`src/rtl/pipeline_hazard_ctrl.sv`:
```
// pipeline_hazard_ctrl
//   Hazard and forwarding controller for a five-stage pipeline (IF, DEC, EX,
//   MEM, WB). It drives the EX operand forwarding muxes, the per-stage hold and
//   bubble controls, and the taken-branch flush. It also keeps a saturating
//   count of stalled cycles.
//
// Parameters
//   NUM_SRC   number of EX source operands checked (1..3)
//   LOAD_LAT  cycles from a load entering MEM until its data is forwardable (1..8)
//   STAT_W    width of the stall statistics counter
//
// Ports
//   CLK, RST                  clock and synchronous active-high reset
//   ex_rs_addr/ex_rs_used     EX source addresses (5 bits each) and their use flags
//   mem_rd_addr/mem_reg_write/mem_is_load   MEM-stage destination info
//   wb_rd_addr/wb_reg_write   WB-stage destination info
//   ex_br_taken               EX holds a taken branch or jump
//   ext_stall_req             a multi-cycle EX unit is busy
//   fwd_sel                   per-source forward select (00 RF, 01 MEM, 10 WB)
//   hold_*, bubble_*, *_flush pipeline control
//   stall_cycles              saturating count of cycles with hold_if=1

module pipeline_hazard_ctrl #(
    parameter int NUM_SRC  = 2,
    parameter int LOAD_LAT = 1,
    parameter int STAT_W   = 16
) (
    input  logic                 CLK,
    input  logic                 RST,
    input  logic [5*NUM_SRC-1:0] ex_rs_addr,
    input  logic [NUM_SRC-1:0]   ex_rs_used,
    input  logic [4:0]           mem_rd_addr,
    input  logic                 mem_reg_write,
    input  logic                 mem_is_load,
    input  logic [4:0]           wb_rd_addr,
    input  logic                 wb_reg_write,
    input  logic                 ex_br_taken,
    input  logic                 ext_stall_req,
    output logic [2*NUM_SRC-1:0] fwd_sel,
    output logic                 hold_if,
    output logic                 hold_dec,
    output logic                 hold_ex,
    output logic                 hold_mem,
    output logic                 bubble_mem,
    output logic                 bubble_wb,
    output logic                 if_flush,
    output logic                 dec_flush,
    output logic [STAT_W-1:0]    stall_cycles
);

    // A one-cycle latency still needs a one-bit counter so the ports stay legal.
    localparam int CNT_W = (LOAD_LAT > 1) ? $clog2(LOAD_LAT) : 1;

    logic [CNT_W-1:0] cnt;
    logic             load_wait;
    logic             load_match;
    logic             load_use;

    generate
        if (LOAD_LAT > 1) begin : g_wait
            localparam logic [CNT_W-1:0] CNT_LAST = CNT_W'(LOAD_LAT - 1);
            assign load_wait = mem_is_load && (cnt < CNT_LAST);
        end else begin : g_no_wait
            assign load_wait = 1'b0;
        end
    endgenerate

    // Forwarding. x0 and unused sources never forward. A load in MEM cannot
    // forward yet, so its match selects the register file and triggers load-use.
    always_comb begin
        fwd_sel    = '0;
        load_match = 1'b0;
        for (int i = 0; i < NUM_SRC; i++) begin
            if (ex_rs_used[i] && (ex_rs_addr[5*i +: 5] != 5'd0)) begin
                if (mem_is_load && (ex_rs_addr[5*i +: 5] == mem_rd_addr)) begin
                    load_match = 1'b1;
                end
                if (mem_reg_write && (ex_rs_addr[5*i +: 5] == mem_rd_addr)) begin
                    fwd_sel[2*i +: 2] = mem_is_load ? 2'b00 : 2'b01;
                end else if (wb_reg_write && (ex_rs_addr[5*i +: 5] == wb_rd_addr)) begin
                    fwd_sel[2*i +: 2] = 2'b10;
                end
            end
        end
        if (RST) begin
            fwd_sel = '0;
        end
    end

    assign load_use = mem_is_load && !load_wait && load_match;

    // Priority: external stall > load not ready > load-use > branch flush.
    // The flush is taken from hold_ex so a branch held in EX is re-evaluated
    // on release rather than flushing younger work early.
    always_comb begin
        hold_if    = 1'b0;
        hold_dec   = 1'b0;
        hold_ex    = 1'b0;
        hold_mem   = 1'b0;
        bubble_mem = 1'b0;
        bubble_wb  = 1'b0;
        if_flush   = 1'b0;
        dec_flush  = 1'b0;
        if (!RST) begin
            if (ext_stall_req || load_wait) begin
                hold_if   = 1'b1;
                hold_dec  = 1'b1;
                hold_ex   = 1'b1;
                hold_mem  = 1'b1;
                bubble_wb = 1'b1;
            end else if (load_use) begin
                hold_if    = 1'b1;
                hold_dec   = 1'b1;
                hold_ex    = 1'b1;
                bubble_mem = 1'b1;
            end
            if (ex_br_taken && !hold_ex) begin
                if_flush  = 1'b1;
                dec_flush = 1'b1;
            end
        end
    end

    // The latency counter keeps running under an external stall because the
    // memory access proceeds in wall-clock time; it clears whenever MEM moves.
    always_ff @(posedge CLK) begin
        if (RST) begin
            cnt          <= '0;
            stall_cycles <= '0;
        end else begin
            if (!hold_mem) begin
                cnt <= '0;
            end else if (load_wait) begin
                cnt <= cnt + CNT_W'(1);
            end
            if (hold_if && (stall_cycles != '1)) begin
                stall_cycles <= stall_cycles + STAT_W'(1);
            end
        end
    end

endmodule

```
`config.mk`:
```
export PLATFORM = sky130hd
export DESIGN_NAME = pipeline_hazard_ctrl
export DESIGN_NICKNAME = d
export VERILOG_FILES = /design/src/rtl/pipeline_hazard_ctrl.sv
export SDC_FILE = /design/constraint.sdc
export NUM_CORES = 1
export LEC_CHECK = 0
export CAP_MARGIN = 20
export CORE_MARGIN = 5
export CORE_UTILIZATION = 36
export CTS_CLUSTER_SIZE = 12
export DETAILED_ROUTE_END_ITERATION = 8
export PLACE_DENSITY = 0.76
export SETUP_SLACK_MARGIN = 0.15
export SLEW_MARGIN = 20
export SYNTH_ARGS = -nofsm -noshare
export SYNTH_HDL_FRONTEND = slang
export SYNTH_SLANG_ARGS = --single-unit
```
`constraint.sdc`:
```
create_clock -name CLK -period 2 [get_ports CLK]
set_input_delay 0.2 -clock CLK [delete_from_list [all_inputs] [get_ports CLK]]
set_output_delay 0.2 -clock CLK [all_outputs]
set_load 0.005 [all_outputs]
```
==> Flow_metrics.wiki <==
{| class="wikitable"
! Metric !! Value
|-
| Run status || complete, but fails checks
|-
| Violations in the final reports || negative setup slack
|-
| Max-Cap Viols || 0
|-
| Length in cells of the worst reg-to-reg path || 7
|-
| Top library cells by usage in the layout, fill and taps aside || sky130_fd_sc_hd__buf_4 (44), sky130_fd_sc_hd__clkdlybuf4s50_1 (27), sky130_fd_sc_hd__buf_6 (14), sky130_fd_sc_hd__buf_2 (14), sky130_fd_sc_hd__nor2_1 (12)
|-
| RSZ-0062 raised after global routing || true
|-
| Setup CP Type || input port to output pin
|-
| Detail-routed net length per standard cell || ~15 um
|-
| Nets || about 280
|-
| Top flop regs || stall_cycles: 16 flops
|-
| Largest reg by FF count || stall_cycles
|-
| Total nets after synthesis || ~170
|-
| Dominant delay contributor by cell family on the critical path || simple AND/OR/NAND/NOR gates
|-
| Vias post-DR || 1,491
|-
| Root buf cell || sky130_fd_sc_hd__clkbuf_4
|-
| Source-to-sink clock delay at the later pin of the worst-skew pair || 0.28 ns
|-
| Path class of the lowest-slack min-delay path || flip-flop to flip-flop
|-
| Detail Placement HPWL || just under 3000 um
|-
| Most common cell type on the critical path || sky130_fd_sc_hd__or4_4
|-
| Number of clock buffers inserted by TritonCTS || 3
|-
| Quantity of hold-fixing buffers added after cts || 0
|-
| Clock transition at the registers of the reported paths || about 0.10 ns
|-
| Port Buffer Count || 56
|-
| Via count of the first global-routing pass || roughly 1,600
|-
| Gate count after technology mapping || 144
|-
| GRT Overall Usage || 0.1931
|-
| Critical Path, Cell by Cell || buf_8, or4_4, o21ai_4, or4_4, a21boi_4, buf_6, nor4b_4, buf_2
|-
| CTS Buffer Depth || 2
|-
| Number of clock sinks || 16
|-
| Wire length of the first global-routing pass || 6713 um
|-
| Number of buffers and inverters on the critical path || 3
|-
| DRC || 0
|-
| Final hold violation count || 0
|-
| First DRT Iteration DRCs || 94
|-
| Post-route fraction of the period consumed by the critical path || 1.003
|-
| Endpoint class of the critical path || output pin
|-
| Min setup slack post-route || -0.006768 ns
|-
| Horiz. Die Dim || 66.76 um
|-
| Hold path startpoint || stall_cycles[10]
|-
| Depth of the worst hold-timing path || 2
|-
| Endpoint of the worst-slack reg-to-reg timing path || stall_cycles[15]
|-
| Endpoint, Worst Hold || stall_cycles[10]
|-
| VDD IR max || roughly 0.17 mV
|-
| Highest fanout seen on the critical path || 6
|-
| Setup-violating endpoint count in the final report || 2
|-
| Final worst path period need || ~2.0 ns
|-
| Most common library cell in the layout ignoring fill and taps || sky130_fd_sc_hd__buf_4
|-
| Router iterations before antenna repair || 4
|-
| Pin count of the biggest net entering global routing || 16
|-
| FP Rows || 20
|-
| Layout cell share with drive strength beyond 1 || 0.5122
|-
| Signal arrival time at the worst endpoint || around 1.8 ns
|-
| Max FFs per register || 16
|-
| P&R area growth vs syn || 104.2%
|-
| Maximum cell stage delay along the critical path || approximately 0.55 ns
|-
| Final antenna-violating net count || 0
|-
| Count of unique library cells instantiated by Yosys || 34
|-
| Number of synthesis warnings || 0
|-
| CTS H-tree depth || 1
|-
| Die Y-Extent || approximately 67 um
|-
| Detailed Route WL || approximately 4500 um
|-
| Post-Syn Area || between 1000 and 1500 sq um
|-
| Core footprint || roughly 3100 sq um
|-
| Via/cell ratio || roughly 5.1
|-
| Tightest slew margin relative to the limit || 0.7084
|-
| Count of pins over their slew limit || 0
|-
| Register-to-register path setup slack || approximately 0.11 ns
|-
| Required time reported for the critical path endpoint || 1.80 ns
|-
| Startpoint of the lowest-slack register-to-register path || stall_cycles[6]
|-
| Total die area || 4457 sq um
|-
| Mean instance size in the synthesized netlist || between 8 and 9 sq um
|-
| Initial antenna violation count || 0
|-
| Upper clock frequency limit || between 400 and 500 MHz
|-
| Fraction of the yosys area taken by sequential cells || 0.2762
|-
| Number of storage elements in the synthesis netlist || 16
|-
| Final antenna diode count || 0
|-
| Initial cell density of the core || 0.3768
|-
| Grt total ovfl || 0
|-
| Clock tree from TritonCTS || yes
|-
| Worst hold margin || 0.5107 ns
|-
| RD Place Congestion || between 0.9 and 1
|-
| Crit-path slowest cell || sky130_fd_sc_hd__or4_4
|-
| Transition time at the pin with the least slew margin || ~0.44 ns
|-
| Static leakage || about 0.96 nW
|-
| Skew final || a little under 0.0008 ns
|-
| Power Density || roughly 350 nW/um^2
|-
| Type of element launching the critical path || input port
|-
| Total I/O pin count || 57
|-
| Non-Filler Instances || 290
|-
| Number of cells after detailed placement || around 260
|}
-- worst reg2reg max path, stage by stage, from the launching register on --
cell and delay [ns]:
sky130_fd_sc_hd__dfxtp_2 0.34, sky130_fd_sc_hd__and4_1 0.20, sky130_fd_sc_hd__and3_4 0.20, sky130_fd_sc_hd__nand4_1 0.13, sky130_fd_sc_hd__and4_4 0.26, sky130_fd_sc_hd__o21ai_4 0.07, sky130_fd_sc_hd__nor4b_2 0.22, sky130_fd_sc_hd__mux2_2 0.36
-- metrics by stage --
step                setup TNS, ns  worst slack [ns]    util  cell area [sq um]  total power [mW]
global route              -0.1832          -0.05230  0.7695               2369            0.8715
floorplan                       0           0.05283       -               1210            0.4150
detailed placement         -15.86           -0.8055  0.6427               1978            0.5564
finish                   -0.01317         -0.006768  0.7695               2369            0.8325
global placement           -15.28           -0.7959  0.6427               1978            0.5503
CTS                             0           0.01467  0.7163               2205            0.8072
-- cell usage after synthesis (all sizes together) --
library cell  number  share of area
xor2              12          0.091
nand2              9          0.029
nor2              14          0.045
o2111ai            1         0.0076
a21oi              6          0.026
nand4              3          0.016
and4               2          0.015
nor4               4          0.022
clkbuf             4          0.013
buf                7          0.044
dfxtp             16           0.28
nor4b              2          0.020
or3                7          0.038
mux2i              1         0.0086
mux2               1         0.0097
nor3               2         0.0086
a21boi             1         0.0097
inv                2         0.0065
ha                 1          0.011
o211ai             6          0.043
nand3              4          0.017
nor2b              3          0.016
o21ai             11          0.047
and3               4          0.022
xnor2             16           0.12
nor3b              1         0.0065
o31a               1         0.0076
or4                3          0.023
-- report_power, final --
part / internal (mW) / total [mW] / switching (mW) / leakage [nW]
clock: 0.111 / 0.219 / 0.108 / 0.0210
sequential: 0.320 / 0.325 / 0.00499 / 0.133
combinational: 0.171 / 0.289 / 0.117 / 0.807
total: 0.602 / 0.832 / 0.230 / 0.961
-- per-layer routing --
metal	global-route usage	routed length [um]	vias to the layer above
met5	0	0	-
met2	0.3750	2512	55
met4	0.07614	115	0
met1	0.1978	1571	708
li1	-	-	717
met3	0.03879	268	11
-- timing repair --
item / in CTS / in global routing
gates resized for setup: 131 / 38
hold endpoints to repair: 0 / 0
setup buffers: 17 / 5
gates cloned: 1 / 0
pin swaps: 26 / 19
endpoints found under the setup margin: 28 / 22
-- cells by family (layout without fill, tap and decap cells) --
| family | Yosys count | after routing | synth area share |
|---|---|---|---|
| multiplexers | 2 | 2 | 0.01834 |
| AND/OR/NAND/NOR | 58 | 58 | 0.2783 |
| flip-flops | 16 | 16 | 0.2762 |
| XOR/XNOR | 28 | 28 | 0.2114 |
| adder cells (fa/ha/maj) | 1 | 1 | 0.01079 |
| AO/OA/AOI/OAI | 26 | 27 | 0.1413 |
| buffers and inverters | 13 | 114 | 0.06365 |
-- cell type report --
cell class                 count  area (sq um)
clock buffer                   4         36.28
fill                         217         709.4
inverter                       2         7.507
multi-input combinational    116          1020
sequential                    16         335.3
tap                           44         55.05
timing repair buffer         108         914.6
-- how the worst max path moves through the flow --
| stage | from | endpoint | cells after the start |
|---|---|---|---|
| 6_report | ex_rs_addr[2] | if_flush | 8 |
| 3_3_place_gp | ex_rs_addr[1] | dec_flush | 7 |
| 5_1_grt | ex_rs_addr[2] | if_flush | 8 |
| 3_5_place_dp | ex_rs_addr[1] | if_flush | 7 |
| 4_1_cts | ex_rs_addr[2] | if_flush | 8 |
| 2_1_floorplan | ex_rs_addr[6] | if_flush | 7 |
Note: power is estimated with default switching activity, not from simulation.
